===== src/rtl/even_counter_pkg.sv =====
// Shared constants for the even-value up/down counter: default width and
// the encoding of the direction select.
package even_counter_pkg;

    localparam int DEFAULT_WIDTH = 4;

    localparam logic DIR_UP   = 1'b0;
    localparam logic DIR_DOWN = 1'b1;

endpackage : even_counter_pkg


===== src/rtl/t_flip_flop.sv =====
// Single T flip-flop with synchronous active-high reset; toggles when t is high.
module t_flip_flop (
    input  logic clk,
    input  logic reset,
    input  logic t,
    output logic q
);

    logic q_reg;

    always_ff @(posedge clk) begin
        if (reset) begin
            q_reg <= 1'b0;
        end else begin
            q_reg <= q_reg ^ t;
        end
    end

    assign q = q_reg;

endmodule : t_flip_flop


===== src/rtl/even_updown_counter.sv =====
// Even-only up/down counter (steps of 2) built from one T flip-flop per bit.
// Bit 0 never toggles; the upper bits are driven by ripple-free toggle gating.
module even_updown_counter
    import even_counter_pkg::*;
#(
    parameter int WIDTH = DEFAULT_WIDTH
) (
    input  logic             clk,
    input  logic             reset,
    input  logic             y,
    output logic [WIDTH-1:0] q
);

    logic [WIDTH-1:0] t_next;
    logic [WIDTH-1:0] q_state;

    // Counting by 2 is a plain binary counter on bits [WIDTH-1:1]: bit k
    // toggles when all bits between 1 and k-1 are 1 (up) or all 0 (down).
    genvar gi;
    generate
        for (gi = 0; gi < WIDTH; gi++) begin : g_bit
            if (gi == 0) begin : g_lsb
                assign t_next[gi] = 1'b0;
            end else if (gi == 1) begin : g_step
                assign t_next[gi] = 1'b1;
            end else begin : g_upper
                logic up_term;
                logic down_term;
                assign up_term    = &q_state[gi-1:1];
                assign down_term  = ~(|q_state[gi-1:1]);
                assign t_next[gi] = (y == DIR_DOWN) ? down_term : up_term;
            end

            t_flip_flop u_tff (
                .clk   (clk),
                .reset (reset),
                .t     (t_next[gi]),
                .q     (q_state[gi])
            );
        end
    endgenerate

    assign q = q_state;

endmodule : even_updown_counter


===== config.mk =====
export PLATFORM = sky130hd
export DESIGN_NAME = even_updown_counter
export DESIGN_NICKNAME = d
export VERILOG_FILES = /design/src/rtl/even_counter_pkg.sv /design/src/rtl/t_flip_flop.sv /design/src/rtl/even_updown_counter.sv
export SDC_FILE = /design/constraint.sdc
export NUM_CORES = 1
export LEC_CHECK = 0
export ABC_AREA = 1
export BUFFER_PORTS_ARGS = -buffer_cell sky130_fd_sc_hd__buf_4
export CAP_MARGIN = 25
export CORE_AREA = 4 4 41 43
export CTS_CLUSTER_DIAMETER = 50
export DETAILED_ROUTE_END_ITERATION = 8
export DIE_AREA = 0 0 45 47
export HOLD_SLACK_MARGIN = 0.05
export SLEW_MARGIN = 5
export SYNTH_ARGS = -nofsm -noshare
export SYNTH_HDL_FRONTEND = slang
export SYNTH_SLANG_ARGS = --single-unit

===== constraint.sdc =====
create_clock -name clk -period 0.83 [get_ports clk]
set_clock_uncertainty 0.15 [all_clocks]
set_input_delay 0.166 -clock clk [delete_from_list [all_inputs] [get_ports clk]]
set_output_delay 0.166 -clock clk [all_outputs]
set_load 0.03 [all_outputs]

# [Word-level counts from Yosys, hierarchy flattened]
# Cells that the tools add are included.
[totals] regBits=3 inputBits=3 out_inout_bits=4 wordCells=11
[op_classes] n_mux=2 n_bitwise=4 n_reduce_logical=2
[ops] cell="2-to-1 mux 1 bit" count=2
[ops] cell="NOT 1 bit" count=2
[ops] cell="AND reduction 2 bit" count=1
[ops] cell="OR reduction 2 bit" count=1
[ops] cell="bitwise XOR 1 bit" count=2

# [Longest topological paths before layout]
[logic_depth] ltp_word=4 mapped_depth=5 depth_no_buf=5

# [By module]
# A second synthesis with hierarchy kept.
[unflattened] hier_cells=33 hier_area_um2=198.9
[modules_own_cells] mod="t_flip_flop" n_inst=4 cells_each=6 area_each_um2=38.8 seq_area_each_um2=20.0
[modules_own_cells] mod="even_updown_counter" n_inst=1 cells_each=9 area_each_um2=43.8 seq_area_each_um2=0.0

# [Least setup slack after synthesis]
# No wires, ideal clock.
[synth_timing] path_kind="reg2reg" startpoint="register g_bit[1].u_tff.q_reg" endpoint="register g_bit[3].u_tff.q_reg" setup_ns=0.115 arrival_ns=0.639 t_required_ns=0.565 slack_ns=-0.074 stages_incl_launch_ff=4 path_buffers=0 period_less_slack_ns=0.904 path_cell_list="dfxtp_1 -> nand3_1 -> a21oi_1 -> nor2_1"
[synth_via] elab_chain_len=4 word_cells_on_any_way=5 classes_between="mux (1); bitwise (2); reduce/logical (2)"
[synth_lines] item="start, declared" line="t_flip_flop.sv:9" text="logic q_reg;"
[synth_lines] item="start signal, assigned" line="t_flip_flop.sv:15" text="q_reg <= q_reg ^ t;"
[synth_lines] item="OR reduction 2 bit" line="even_updown_counter.sv:30" text="assign down_term = ~(|q_state[gi-1:1]);"
[synth_lines] item="NOT 1 bit" line="even_updown_counter.sv:30"
[synth_lines] item="2-to-1 mux 1 bit (*)" line="even_updown_counter.sv:31" text="assign t_next[gi] = (y == DIR_DOWN) ? down_term : up_term;"
[synth_lines] item="bitwise XOR 1 bit (*)" line="t_flip_flop.sv:15"
[synth_lines] item="end signal, assigned" line="t_flip_flop.sv:15"
[synth_lines] item="end, declared" line="t_flip_flop.sv:9"
# Mark *: on every way between the ends. The rest lies on a longest branch, timed or not.
# A chain may end at the register's enable or synchronous reset.

# [Final worst setup path]
[layout_timing] startpoint="register g_bit[1].u_tff.q_reg" endpoint="output port q[1]"
[layout_rtl] item="end, declared" line="even_updown_counter.sv:11" text="output logic [WIDTH-1:0] q"
# No word-level cell between the ends.

==> summary.md <==
| Metric | Value |
|---|---|
| Vert. Die Dim | `47 µm` |
| Final core utilization | `19.8%` |
| CP arrival | `730 ps` |
| Reg2reg setup slack | `-160 ps` |
| Flops & latches, synth | `3` |
| # setup viols final | `5` |
| Clock transition at the registers of the reported paths | `40 ps` |
| Leak Pwr | `0.125 nW` |
| Starting Density | `13.3%` |
| Initial antenna violation count | `0` |
| Antenna diodes | `0` |
| Post-synthesis sequential area ratio | `34.8%` |
| Via density | `3.36` |
| Syn Inst Count | `26` |
| Yosys warns | `0` |
| Hold_ws | `-52.9 ps` |
| Most common cell after layout, fill and taps aside | `nand2_1` |
| Syn Nets | `29` |
| RSZ-0062 raised after global routing | `yes` |
| Final setup margin | `-212 ps` |
| Share of cells above drive strength 1 | `56.3%` |
| Die ar. | `2120 µm²` |
| CTS sink cnt | `3` |
| Hold Crit Endpoint | `g_bit[2].u_tff.q` |
| Synth-to-Final Area Change | `49.3%` |
| Worst slack at placement | `-80.7 ps` |
| Worst-Skew Late Latency | `230 ps` |
| Total of max-cap violations | `0` |
| Final nets | `36` |
| H-Tree Level Count | `1` |
| Max Fclk | `960 MHz` |
| CTS tree | `built` |
| Power consumption | `0.557 mW` |
| Cells along the critical path | `buf_6` |
| Core ar. | `1300 µm²` |
| Clock tree buffer depth | `2` |
| Synthesized area | `173 µm²` |
| Worst EP required | `510 ps` |
| PD cells | `2160 nW/µm²` |
| Global-route wire length before repair | `579 µm` |
| Maximum fanout along the worst path | `5` |
| HP Class | `in2reg` |
| Post-synth cell types | `10` |
| Max reg flops | `3` |
| DRT antenna net count | `0` |
| I/O pins | `7` |
| Crit. End Element | `output port` |
| Port bufs | `5` |
| RD Place Congestion | `0.690` |
| Final Hold Fails | `2` |
| Clk root buf | `clkbuf_4` |
| Hold path depth | `2` |
| Row count | `13` |
| Vias in the first global route | `154` |
| Cell Count, Final, Fillers Out | `47` |
| Reg2Reg Depth | `4` |
| Final Critical Period | `1040 ps` |
| Slowest cell on crit path | `dfxtp_4` |
| Initial DRC count | `2` |
| Post-detail-place hpwl | `260 µm` |
| Delay-heaviest family, CP | `flip-flops` |
| Failing checks | `negative hold slack, negative setup slack` |
| Fin crit share | `125%` |
| Grt ovf | `0` |
| Number of remaining DRC errors | `0` |
| Slew Viols, Final | `0` |
| Die width | `45 µm` |
| Total wire length | `332 µm` |
| Worst hold start | `reset` |
| GR Util All Layers | `4.50%` |
| First-pass iteration count of the detailed router | `2` |
| Worst r2r dst | `g_bit[3].u_tff.q` |
| Worst Path Buf+Inv | `1` |
| CTS buffer count | `3` |
| Dpl cells | `42` |
| Peak supply drop | `516 µV` |
| Worst reg2reg startpoint | `g_bit[2].u_tff.q` |
| Status | `complete, but fails checks` |
| WS Path Type | `reg2out` |
| Mapped Avg Cell Area | `6.64 µm²` |
| Largest net degree at the start of global routing | `6` |
| Max incr delay on CP | `360 ps` |
| Wire per inst | `7.06 µm` |
| Critical Path Start Type | `flop` |
| Vias after detailed routing | `158` |
==> worst max path at each step <==
stage                           from  cells past startpoint          endpoint
finish              g_bit[1].u_tff.q                      1              q[1]
global route        g_bit[1].u_tff.q                      1              q[1]
CTS                 g_bit[1].u_tff.q                      1              q[1]
detailed placement  g_bit[2].u_tff.q                      4  g_bit[3].u_tff.q
global placement    g_bit[2].u_tff.q                      4  g_bit[3].u_tff.q
floorplan           g_bit[2].u_tff.q                      4  g_bit[3].u_tff.q
==> cells in the mapped netlist <==
library cell  n  area, µm²
buf_4         4       30.0
inv_1         4       15.0
a21oi_1       1       5.00
a21oi_2       1       8.76
nor2_1        2       7.51
inv_2         1       3.75
conb_1        1       3.75
nand3_1       4       20.0
nand2_1       5       18.8
dfxtp_1       3       60.1
==> power breakdown <==
part	switching, mW	internal (mW)	total (mW)
Combinational	0.0709	0.0550	0.126
Clock	0.0768	0.180	0.257
Sequential	0.0137	0.160	0.174
==> stage by stage <==
stage / instance area (µm²) / setup TNS, ps
finish: 258 / -800
global route: 258 / -1000
CTS: 258 / -850
detailed placement: 206 / -156
global placement: 206 / -154
floorplan: 180 / -61.6
==> cell families after synthesis <==
logic type      Yosys count  share of synthesized area, %
buf+inv                   9                          28.3
flops                     3                          34.8
other cells               1                          2.17
simple gates             11                          26.8
compound gates            2                          7.97
==> area by class of cell <==
class	count	area [µm²]
well taps	15	18.8
flip-flops and latches	3	66.3
multi-input cells	14	71.3
fillers	162	1040
clock buffers	4	26.3
inverters	5	18.8
repair buffers	6	56.3
==> layer usage <==
metal	global-route usage (%)	vias to the layer above	share of wire, %
li1	-	86	-
met1	3.63	63	39
met2	5.08	7	40
met3	4.21	2	16
met4	7.02	0	4.8
met5	0	-	0
==> timing repair <==
action / 4_1_cts / 5_1_grt
hold endpoints to repair: 3 / 2
endpoints found under the setup margin: 5 / 5
buffers inserted: 1 / 0
gates resized for setup: 6 / 0
No activity file was read; power rests on OpenSTA's default activity.
